<file path="src/rtl/uart_frame_parser_pkg.sv">
// Shared types and constants for the UART frame parser: FSM encoding, error codes and
// default header bytes.
package uart_frame_parser_pkg;

    typedef enum logic [2:0] {
        StIdle    = 3'd0,
        StGotH0   = 3'd1,
        StGetLen  = 3'd2,
        StPayload = 3'd3,
        StGetCsum = 3'd4
    } state_e;

    localparam logic [1:0] ERR_NONE = 2'd0;
    localparam logic [1:0] ERR_CSUM = 2'd1;
    localparam logic [1:0] ERR_LEN  = 2'd2;
    localparam logic [1:0] ERR_TMO  = 2'd3;

    localparam logic [7:0] HDR0_DEFAULT = 8'h55;
    localparam logic [7:0] HDR1_DEFAULT = 8'hAA;

endpackage

</file>
<file path="src/rtl/uart_frame_parser_timeout.sv">
// Inter-byte idle counter: clears on demand, counts while enabled and flags expiry once the
// count reaches TIMEOUT_CYC.
module frame_timeout #(
    parameter int unsigned TIMEOUT_CYC = 10000
) (
    input  logic clk,
    input  logic rst_n,
    input  logic clear,
    input  logic enable,
    output logic expired
);

    localparam int unsigned CW = $clog2(TIMEOUT_CYC + 1);
    localparam logic [CW-1:0] LIMIT = CW'(TIMEOUT_CYC);

    logic [CW-1:0] cnt_q, cnt_d;

    assign expired = enable && (cnt_q == LIMIT);

    // Saturate at the limit so a stalled enable cannot wrap back to zero.
    always_comb begin
        cnt_d = cnt_q;
        if (clear) begin
            cnt_d = '0;
        end else if (enable && (cnt_q != LIMIT)) begin
            cnt_d = cnt_q + 1'b1;
        end
    end

    always_ff @(posedge clk or negedge rst_n) begin
        if (!rst_n) begin
            cnt_q <= '0;
        end else begin
            cnt_q <= cnt_d;
        end
    end

endmodule

</file>
<file path="src/rtl/uart_frame_parser.sv">
// Parses HDR0 HDR1 LEN payload CSUM frames from a UART byte stream, streams the payload
// out one clock after each byte and reports a pass/fail status per frame.
module uart_frame_parser
    import uart_frame_parser_pkg::*;
#(
    parameter logic [7:0]  HDR0        = HDR0_DEFAULT,
    parameter logic [7:0]  HDR1        = HDR1_DEFAULT,
    parameter int unsigned MAX_LEN     = 16,
    parameter int unsigned TIMEOUT_CYC = 10000
) (
    input  logic       clk,
    input  logic       rst_n,
    input  logic [7:0] rx_data,
    input  logic       rx_valid,
    output logic [7:0] pl_data,
    output logic       pl_valid,
    output logic       pl_last,
    output logic       frame_done,
    output logic       frame_ok,
    output logic [1:0] err_code
);

    localparam logic [7:0] MAX_LEN_B = 8'(MAX_LEN);

    state_e     state_q, state_d;
    logic [7:0] len_q, len_d;
    logic [7:0] acc_q, acc_d;
    logic [7:0] cnt_q, cnt_d;
    logic [7:0] pl_data_q, pl_data_d;
    logic       pl_valid_q, pl_valid_d;
    logic       pl_last_q, pl_last_d;
    logic       done_q, done_d;
    logic       ok_q, ok_d;
    logic [1:0] err_q, err_d;
    logic       tmo_expired;

    frame_timeout #(
        .TIMEOUT_CYC(TIMEOUT_CYC)
    ) u_timeout (
        .clk    (clk),
        .rst_n  (rst_n),
        .clear  (rx_valid || (state_q == StIdle)),
        .enable (state_q != StIdle),
        .expired(tmo_expired)
    );

    always_comb begin
        state_d    = state_q;
        len_d      = len_q;
        acc_d      = acc_q;
        cnt_d      = cnt_q;
        pl_data_d  = pl_data_q;
        pl_valid_d = 1'b0;
        pl_last_d  = 1'b0;
        done_d     = 1'b0;
        ok_d       = ok_q;
        err_d      = err_q;

        // A byte arriving in the expiry cycle wins over the timeout.
        if (rx_valid) begin
            unique case (state_q)
                StIdle: begin
                    if (rx_data == HDR0) state_d = StGotH0;
                end
                StGotH0: begin
                    if (rx_data == HDR1) begin
                        state_d = StGetLen;
                    end else if (rx_data != HDR0) begin
                        state_d = StIdle;
                    end
                end
                StGetLen: begin
                    len_d = rx_data;
                    acc_d = rx_data;
                    cnt_d = '0;
                    if (rx_data == 8'd0) begin
                        state_d = StGetCsum;
                    end else if (rx_data > MAX_LEN_B) begin
                        state_d = StIdle;
                        done_d  = 1'b1;
                        ok_d    = 1'b0;
                        err_d   = ERR_LEN;
                    end else begin
                        state_d = StPayload;
                    end
                end
                StPayload: begin
                    pl_data_d  = rx_data;
                    pl_valid_d = 1'b1;
                    acc_d      = acc_q + rx_data;
                    cnt_d      = cnt_q + 8'd1;
                    if ((cnt_q + 8'd1) == len_q) begin
                        pl_last_d = 1'b1;
                        state_d   = StGetCsum;
                    end
                end
                StGetCsum: begin
                    state_d = StIdle;
                    done_d  = 1'b1;
                    if (rx_data == acc_q) begin
                        ok_d  = 1'b1;
                        err_d = ERR_NONE;
                    end else begin
                        ok_d  = 1'b0;
                        err_d = ERR_CSUM;
                    end
                end
                default: state_d = StIdle;
            endcase
        end else if (tmo_expired) begin
            state_d = StIdle;
            // A lone HDR0 is not yet a frame, so it expires without a report.
            if (state_q != StGotH0) begin
                done_d = 1'b1;
                ok_d   = 1'b0;
                err_d  = ERR_TMO;
            end
        end
    end

    always_ff @(posedge clk or negedge rst_n) begin
        if (!rst_n) begin
            state_q    <= StIdle;
            len_q      <= '0;
            acc_q      <= '0;
            cnt_q      <= '0;
            pl_data_q  <= '0;
            pl_valid_q <= 1'b0;
            pl_last_q  <= 1'b0;
            done_q     <= 1'b0;
            ok_q       <= 1'b0;
            err_q      <= ERR_NONE;
        end else begin
            state_q    <= state_d;
            len_q      <= len_d;
            acc_q      <= acc_d;
            cnt_q      <= cnt_d;
            pl_data_q  <= pl_data_d;
            pl_valid_q <= pl_valid_d;
            pl_last_q  <= pl_last_d;
            done_q     <= done_d;
            ok_q       <= ok_d;
            err_q      <= err_d;
        end
    end

    assign pl_data    = pl_data_q;
    assign pl_valid   = pl_valid_q;
    assign pl_last    = pl_last_q;
    assign frame_done = done_q;
    assign frame_ok   = ok_q;
    assign err_code   = err_q;

endmodule

</file>
<file path="config.mk">
export PLATFORM = sky130hd
export DESIGN_NAME = uart_frame_parser
export DESIGN_NICKNAME = d
export VERILOG_FILES = /design/src/rtl/uart_frame_parser_pkg.sv /design/src/rtl/uart_frame_parser_timeout.sv /design/src/rtl/uart_frame_parser.sv
export SDC_FILE = /design/constraint.sdc
export NUM_CORES = 1
export LEC_CHECK = 0
export CAP_MARGIN = 20
export CORE_UTILIZATION = 60
export DETAILED_ROUTE_END_ITERATION = 6
export DONT_BUFFER_PORTS = 1
export PLACE_DENSITY = 0.79
export SKIP_CTS_REPAIR_TIMING = 1
export SYNTH_ARGS = -nofsm -noshare
export SYNTH_HDL_FRONTEND = slang
export SYNTH_SLANG_ARGS = --single-unit
</file>
<file path="constraint.sdc">
create_clock -name clk -period 4 [get_ports clk]
set_input_delay 0.6 -clock clk [delete_from_list [all_inputs] [get_ports clk]]
set_output_delay 0.6 -clock clk [all_outputs]
set_load 0.02 [all_outputs]
</file>
==> flow_summary.rst, run 1 <==
.. list-table::
   :header-rows: 1

   * - Metric
     - Value
   * - Result of the run
     - completed
   * - Share of post-route cells with drive strength above 1
     - 9.43%
   * - Starting DRT DRC Count
     - 245
   * - Switch share
     - 31.1%
   * - Number of routed nets with antenna violations
     - 0
   * - Total Routing Usage GR
     - 25.6%
   * - Critical path startpoint
     - u_timeout.cnt_q[7]$_DFFE_PN0P_
   * - Number of synthesized flops with an enable pin
     - 0
   * - Die width
     - 73.6 um
   * - Flop pwr share
     - 51.5%
   * - Die area
     - 5410 sq um
   * - Overall routed net length
     - 6310 um
   * - Min-delay worst type
     - in2async
   * - Number of warnings issued by yosys
     - 0
   * - Internal power summed over all cells
     - 0.000901 W
   * - Half-perimeter wire length after placement
     - 4320 um
   * - Ratio of final minimum period to clock period
     - 55.5%
   * - Critical path data required time
     - 4.26 ns
   * - Data arrival time at the worst-slack endpoint
     - 2.48 ns
   * - Initial DRT Pass Iterations
     - 4
   * - Biggest fanout along the worst timing path
     - 6
   * - Peak ir drop on the vdd network
     - 0.278 mV
   * - # setup viols final
     - 0
   * - Total of max-cap violations
     - 0
   * - Clock edge transition at the registers on the reported setup and hold paths
     - 0.11 ns
   * - Number of global-route vias before repair
     - 2256
   * - Number of ports placed on the die boundary
     - 25
   * - Floorplan core area
     - 4820 sq um
   * - Count of final hold-check violations
     - 0
   * - Highest clock rate
     - 0.450 GHz
   * - Final Skew
     - 0.0153 ns
   * - Slew at the pin with the worst max-slew slack
     - 0.879 ns
   * - Avg Inst Size Synth
     - 9.60 sq um
   * - Post-Synthesis Cell Area
     - 3070 sq um
   * - Area share of the leading cell type in the synthesized netlist
     - 44.8%
   * - Count of input and output buffers
     - 0
   * - Clock tree buffer depth
     - 2
   * - Net Switching
     - 0.000407 W
   * - Type of element launching the critical path
     - flop
   * - Routed vias
     - 2363
   * - Average routed wire per standard cell
     - 16.4 um
   * - Y dimension of the die
     - 73.6 um
   * - Leak
     - 1.46 nW
   * - Top cells by area, synth
     - sky130_fd_sc_hd__dfrtp_1, sky130_fd_sc_hd__mux2_2, sky130_fd_sc_hd__xor2_1
   * - Mean number of vias per cell
     - 6.14
   * - Relative contribution of the clock network to total power
     - 29.6%
   * - Top cell types by occurrence after synthesis
     - sky130_fd_sc_hd__dfrtp_1, sky130_fd_sc_hd__nand2_1, sky130_fd_sc_hd__nor2_1
   * - Ant. Diodes
     - 0
   * - Most used standard cell by instance count after synthesis
     - sky130_fd_sc_hd__dfrtp_1
   * - Global-route wire length before repair
     - 10600 um
   * - Layout Area Growth over Synthesis
     - 6.19%
   * - Accumulated negative setup slack
     - 0 ns
   * - Synthesized netlist net count
     - 342
   * - Clock latency on the worst-skew pair
     - 0.31 ns
   * - Number of instances in the synthesized netlist
     - 320
   * - R2r startpoint
     - u_timeout.cnt_q[7]$_DFFE_PN0P_
   * - Pin count of the biggest net entering global routing
     - 56
   * - Weighted congestion at the end of routability-driven global placement
     - 0.902
   * - Biggest area consumer among synthesized cells
     - sky130_fd_sc_hd__dfrtp_1
   * - Root cell of the clock tree
     - sky130_fd_sc_hd__clkbuf_8
   * - Initial antenna violation count
     - 0
   * - Synthesis-stage register bit count
     - 55
   * - DRC violation count after routing
     - 0
   * - Sequential fraction of the synthesis area
     - 44.8%
   * - Total overflow reported by the global router
     - 0
   * - Combinational cell fraction of total power
     - 18.9%
   * - Unrepaired setup endpoints after global routing
     - no
   * - Number of distinct library cells after synthesis
     - 49
   * - Worst Path Class, Setup
     - reg2reg
   * - Endpoint class of the critical path
     - flop
   * - H-Tree Level Count
     - 2
   * - Cell row count
     - 25
   * - Period minus WS final
     - 2.22 ns
   * - Synth Flop Type
     - sky130_fd_sc_hd__dfrtp_1
   * - Share of the core filled with cells
     - 67.7%
   * - Final net count
     - 339
   * - Total CTS buffers
     - 5
   * - Final max-slew violation count
     - 0
   * - PwrDens
     - 401 nW/um^2
   * - Remaining max-slew budget at the tightest pin
     - 41.2%
   * - Share of async-settable or async-resettable flops after synthesis
     - 100%
   * - Sink Count
     - 55
   * - Clock tree from TritonCTS
     - yes
   * - Initial Utilization
     - 63.8%
[power by group through the flow]
| stage | sequential (W) | combinational [W] | clock (W) |
|---|---|---|---|
| detailed placement | 0.000684 | 0.000232 | 0 |
| global placement | 0.000681 | 0.000223 | 0 |
| global route | 0.000680 | 0.000278 | 0.000416 |
| floorplan | 0.000654 | 0.000210 | 0 |
| CTS | 0.000673 | 0.000233 | 0.000397 |
| finish | 0.000673 | 0.000247 | 0.000387 |
[worst paths after layout]
check                                            endpoint  slack (ns)  cells after the start
max                                state_q[0]$_DFFE_PN0P_        1.78                      6
min                                state_q[0]$_DFFE_PN0P_        0.14                      1
max reg2reg                        state_q[0]$_DFFE_PN0P_        1.78                      6
min reg2reg                          acc_q[0]$_DFFE_PN0P_        0.49                      2
max in group asynchronous  u_timeout.cnt_q[2]$_DFFE_PN0P_        3.64                      1
min in group clk                     acc_q[7]$_DFFE_PN0P_        0.39                      1
[critical path, cell delays in order (launching register included)]
cell,delay (ns)
sky130_fd_sc_hd__dfrtp_1,0.44
sky130_fd_sc_hd__nor4b_1,0.44
sky130_fd_sc_hd__nand4_1,0.35
sky130_fd_sc_hd__nor2_1,0.28
sky130_fd_sc_hd__o2bb2ai_2,0.11
sky130_fd_sc_hd__or4_1,0.47
sky130_fd_sc_hd__nand3_1,0.09
[kinds of logic after synthesis]
family	after synthesis	share of synthesized area (%)
muxes	24	8.47
adders and majority gates	11	4.72
DFF	55	44.8
xor gates and xnor gates	27	7.70
and+or+nand+nor	118	19.0
AOI/OAI and AO/OA	61	12.3
buffers and inverters	24	3.01
[cells in the final DEF (no fill, tap or decap), types with 3 or more instances in the layout]
cell type / count
sky130_fd_sc_hd__a21oi_1: 12
sky130_fd_sc_hd__a31oi_1: 3
sky130_fd_sc_hd__and2_1: 4
sky130_fd_sc_hd__and3_1: 6
sky130_fd_sc_hd__clkbuf_8: 5
sky130_fd_sc_hd__dfrtp_1: 55
sky130_fd_sc_hd__ha_1: 10
sky130_fd_sc_hd__inv_1: 11
sky130_fd_sc_hd__mux2_2: 16
sky130_fd_sc_hd__mux2i_1: 8
sky130_fd_sc_hd__nand2_1: 30
sky130_fd_sc_hd__nand3_1: 9
sky130_fd_sc_hd__nand4_1: 7
sky130_fd_sc_hd__nor2_1: 29
sky130_fd_sc_hd__nor2b_1: 4
sky130_fd_sc_hd__nor3_1: 13
sky130_fd_sc_hd__nor4_1: 3
sky130_fd_sc_hd__o21ai_0: 24
sky130_fd_sc_hd__or4_1: 3
sky130_fd_sc_hd__xnor2_1: 10
sky130_fd_sc_hd__xor2_1: 17
[per-stage QoR]
stage	area (sq um)	cells	hold WS (ns)	power (W)	setup slack, ns
floorplan	3070	320	0.304	0.000865	1.87
global route	3260	385	0.142	0.00137	1.62
finish	3260	385	0.138	0.00131	1.78
detailed placement	3120	376	0.307	0.000915	1.75
CTS	3240	384	-0.0486	0.00130	1.77
global placement	3120	376	0.307	0.000903	1.83
[layout make-up]
cell class | instances | area [sq um]
Clock inverter | 3 | 50.0
Sequential cell | 55 | 1380
Clock buffer | 5 | 68.8
Fill cell | 397 | 1550
Multi-Input combinational cell | 241 | 1600
Inverter | 12 | 45.0
Timing Repair Buffer | 2 | 35.0
Tap cell | 67 | 83.8
[registers in the layout, summed over array words and instances (netlist names)]
name,flops
u_timeout.cnt_q,14
acc_q,8
cnt_q,8
len_q,8
pl_data,8
state_q,3
err_code,2
frame_done,1
frame_ok,1
pl_last,1
pl_valid,1
[per-layer routing]
| metal | routed length, um | share of wire, % | global-route usage [%] |
|---|---|---|---|
| met5 | 0 | 0 | 0 |
| met4 | 127 | 2.0 | 8.33 |
| met3 | 351 | 5.6 | 6.45 |
| met2 | 3090 | 49 | 43.4 |
| met1 | 2740 | 43 | 32.0 |
Power figures use the tool's default switching activity.
==> inputs of run 2 (changes only) <==
CORE_UTILIZATION = 57   (was 60)
PLACE_DENSITY = 0.78   (was 0.79)
clock period = 1.94 ns   (was 4 ns; I/O delays follow)
==> flow_summary.rst, run 2 (synthesized netlist as in run 1, its figures left out) <==
.. list-table::
   :header-rows: 1

   * - Metric
     - Value
   * - Result of the run
     - completed
   * - Worst Path Class, Setup
     - reg2reg
   * - Count of input and output buffers
     - 0 (unchanged)
   * - Ant. Diodes
     - 0 (unchanged)
   * - Remaining max-slew budget at the tightest pin
     - 73.7% (+32 points)
   * - Slew at the pin with the worst max-slew slack
     - 0.394 ns (-0.484 ns)
   * - Flip-flop count of the largest register, all copies and words added
     - 14 (unchanged)
   * - Starting DRT DRC Count
     - 152 (-38%)
   * - Number of routed nets with antenna violations
     - 0 (unchanged)
   * - Peak ir drop on the vdd network
     - 0.487 mV (+75%)
   * - Type of element launching the critical path
     - flop
   * - Cell total after placement
     - 396 (+5.3%)
   * - H-Tree Level Count
     - 2 (unchanged)
   * - Ratio of final minimum period to clock period
     - 95.7% (+40 points)
   * - Number of ports placed on the die boundary
     - 25 (unchanged)
   * - Root cell of the clock tree
     - sky130_fd_sc_hd__clkbuf_8
   * - Critical path startpoint
     - acc_q[1]$_DFFE_PN0P_
   * - Overall routed net length
     - 6740 um (+6.8%)
   * - Clock latency on the worst-skew pair
     - 0.32 ns (about the same)
   * - Routed length on met2
     - 3360 um (+8.5%)
   * - R2r startpoint
     - acc_q[1]$_DFFE_PN0P_
   * - Global-route wire length before repair
     - 10700 um (+1.4%)
   * - Half-perimeter wire length after placement
     - 4560 um (+5.5%)
   * - Initial DRT Pass Iterations
     - 4 (unchanged)
   * - Initial Utilization
     - 59.8% (-4.0 points)
   * - Critical path data required time
     - 2.15 ns (-2.11 ns)
   * - Commonest non-fill, non-tap cell in the layout
     - sky130_fd_sc_hd__dfrtp_1
   * - Total of max-cap violations
     - 0 (unchanged)
   * - Leak
     - 1.57 nW (+7.4%)
   * - DRC violation count after routing
     - 0 (unchanged)
   * - Clock tree buffer depth
     - 2 (unchanged)
   * - Mean number of vias per cell
     - 5.93 (-3.3%)
   * - Floorplan core area
     - 5140 sq um (+6.7%)
   * - Die width
     - 75.4 um (+2.5%)
   * - Area of combinational cells with multiple inputs
     - 1660 sq um (+3.6%)
   * - Y dimension of the die
     - 75.4 um (+2.5%)
   * - Data arrival time at the worst-slack endpoint
     - 2.07 ns (-0.41 ns)
   * - Sequential cell area
     - 1380 sq um (about the same)
   * - Pin count of the biggest net entering global routing
     - 56 (unchanged)
   * - Min-Delay Startpoint
     - rx_data[7]
   * - Flop-to-flop setup slack
     - 0.08 ns (-1.70 ns)
   * - Switch share
     - 31.0% (-0.057 points)
   * - Die area
     - 5690 sq um (+5.1%)
   * - Count of final hold-check violations
     - 0 (unchanged)
   * - Final Skew
     - 0.00969 ns (-0.00563 ns)
   * - Clock tree from TritonCTS
     - yes
   * - Number of global-route vias before repair
     - 2343 (+3.9%)
   * - Endpoint class of the critical path
     - flop
   * - Total overflow reported by the global router
     - 0 (unchanged)
   * - Combinational cell fraction of total power
     - 22.5% (+3.6 points)
   * - Hold slack
     - 0.0626 ns (-0.0754 ns)
   * - Sink Count
     - 55 (unchanged)
   * - Number of non-filler instances in the completed layout
     - 410 (+6.5%)
   * - Met3 routed WL
     - 372 um (+6.0%)
   * - Net Switching
     - 0.000859 W (+110%)
   * - Highest clock rate
     - 0.538 GHz (+20%)
   * - Average routed wire per standard cell
     - 16.4 um (+0.32%)
   * - Clock edge transition at the registers on the reported setup and hold paths
     - 0.10 ns (about the same)
   * - Internal power summed over all cells
     - 0.00191 W (+110%)
   * - Relative contribution of the clock network to total power
     - 28.1% (-1.5 points)
   * - Total CTS buffers
     - 5 (unchanged)
   * - PwrDens
     - 794 nW/um^2 (+98%)
   * - Layout fillers
     - 411 (+3.5%)
   * - Cell row count
     - 26 (+4.0%)
   * - Routed vias
     - 2433 (+3.0%)
   * - Largest register by flop count
     - u_timeout.cnt_q
   * - Final net count
     - 361 (+6.5%)
   * - Min-delay worst type
     - in2reg
   * - Total Routing Usage GR
     - 25.3% (-0.36 points)
   * - Flop pwr share
     - 49.4% (-2.1 points)
   * - Initial antenna violation count
     - 0 (unchanged)
   * - Met1 wire length
     - 2900 um (+5.8%)
   * - Share of post-route cells with drive strength above 1
     - 18.5% (+9.1 points)
   * - # setup viols final
     - 0 (unchanged)
   * - Final max-slew violation count
     - 0 (unchanged)
   * - Top layer in use
     - met4
   * - Weighted congestion at the end of routability-driven global placement
     - 0.894 (-0.88%)
   * - Layout Area Growth over Synthesis
     - 13.4%
   * - Commonest cells after routing, fill and taps aside
     - sky130_fd_sc_hd__dfrtp_1, sky130_fd_sc_hd__nand2_1, sky130_fd_sc_hd__nor2_1
   * - Period minus WS final
     - 1.86 ns (-0.363 ns)
   * - Share of the core filled with cells
     - 67.8% (+0.079 points)
   * - Biggest fanout along the worst timing path
     - 3 (-3)
-- run 2: cell types whose count changed in the layout (fill, tap and decap cells not counted), moves of 2 or more --
cell	before	now
sky130_fd_sc_hd__buf_4	1	22
sky130_fd_sc_hd__ha_1	10	8
sky130_fd_sc_hd__nor2_1	29	27
sky130_fd_sc_hd__nor2_2	0	2
sky130_fd_sc_hd__nor3_1	13	11
sky130_fd_sc_hd__nor3_2	0	2
sky130_fd_sc_hd__nor4b_1	2	0
sky130_fd_sc_hd__nor4b_2	0	2
sky130_fd_sc_hd__o21ai_0	24	20
sky130_fd_sc_hd__o21ai_1	1	4
-- run 2: worst paths after layout --
kind,endpoint,depth (start not counted)
hold / removal,acc_q[7]$_DFFE_PN0P_,1
hold reg to reg,acc_q[4]$_DFFE_PN0P_,2
setup reg to reg,acc_q[7]$_DFFE_PN0P_,7
min in group asynchronous,acc_q[3]$_DFFE_PN0P_,2
setup / recovery,acc_q[7]$_DFFE_PN0P_,7
max in group asynchronous,u_timeout.cnt_q[7]$_DFFE_PN0P_,2
-- run 2: per-stage QoR --
stage	TNS (ns)	area, sq um	setup WS, ns	power [W]
after floorplan	0	3070	0.0998	0.00178
after global placement	0	3250	0.0524	0.00191
after detailed placement	-0.0202	3250	-0.0127	0.00194
after CTS	-0.0248	3360	-0.0130	0.00272
after global routing	-0.0840	3490	-0.0404	0.00291
final	0	3490	0.0826	0.00277
-- run 2: critical path, cell delays in order, from the launching register on --
cell and delay, ns:
sky130_fd_sc_hd__dfrtp_1 0.40, sky130_fd_sc_hd__ha_1 0.30, sky130_fd_sc_hd__a211oi_2 0.25, sky130_fd_sc_hd__o21a_1 0.17
sky130_fd_sc_hd__nor3_2 0.06, sky130_fd_sc_hd__or4_1 0.41, sky130_fd_sc_hd__nand4_1 0.11, sky130_fd_sc_hd__a31oi_1 0.05
-- run 2: routing by layer --
metal  vias to the layer above  GRT usage, %
met2                        73          44.6
met5                         -             0
met1                      1170          30.1
met3                        14          6.88
li1                       1176             -
met4                         0          7.61
-- run 2: power by group through the flow --
stage / clock (W) / sequential [W] / combinational, W
floorplan: 0 / 0.00135 / 0.000434
finish: 0.000778 / 0.00137 / 0.000623
CTS: 0.000796 / 0.00136 / 0.000559
global placement: 0 / 0.00138 / 0.000534
global route: 0.000832 / 0.00138 / 0.000696
detailed placement: 0 / 0.00138 / 0.000552
-- run 2: area by class of cell --
class	instances	area share (%)
multi-input cells	241	47.7
flip-flops and latches	55	39.5
repair buffers	24	5.81
well taps	70	2.51
clock buffers	6	2.08
inverters	12	1.29
clock inverters	2	1.11
==> inputs of run 3 (changes only) <==
SLEW_MARGIN = 15   (was default)
==> results of run 3 <==
The final DEF is identical to that of run 2; final timing and power are the same.
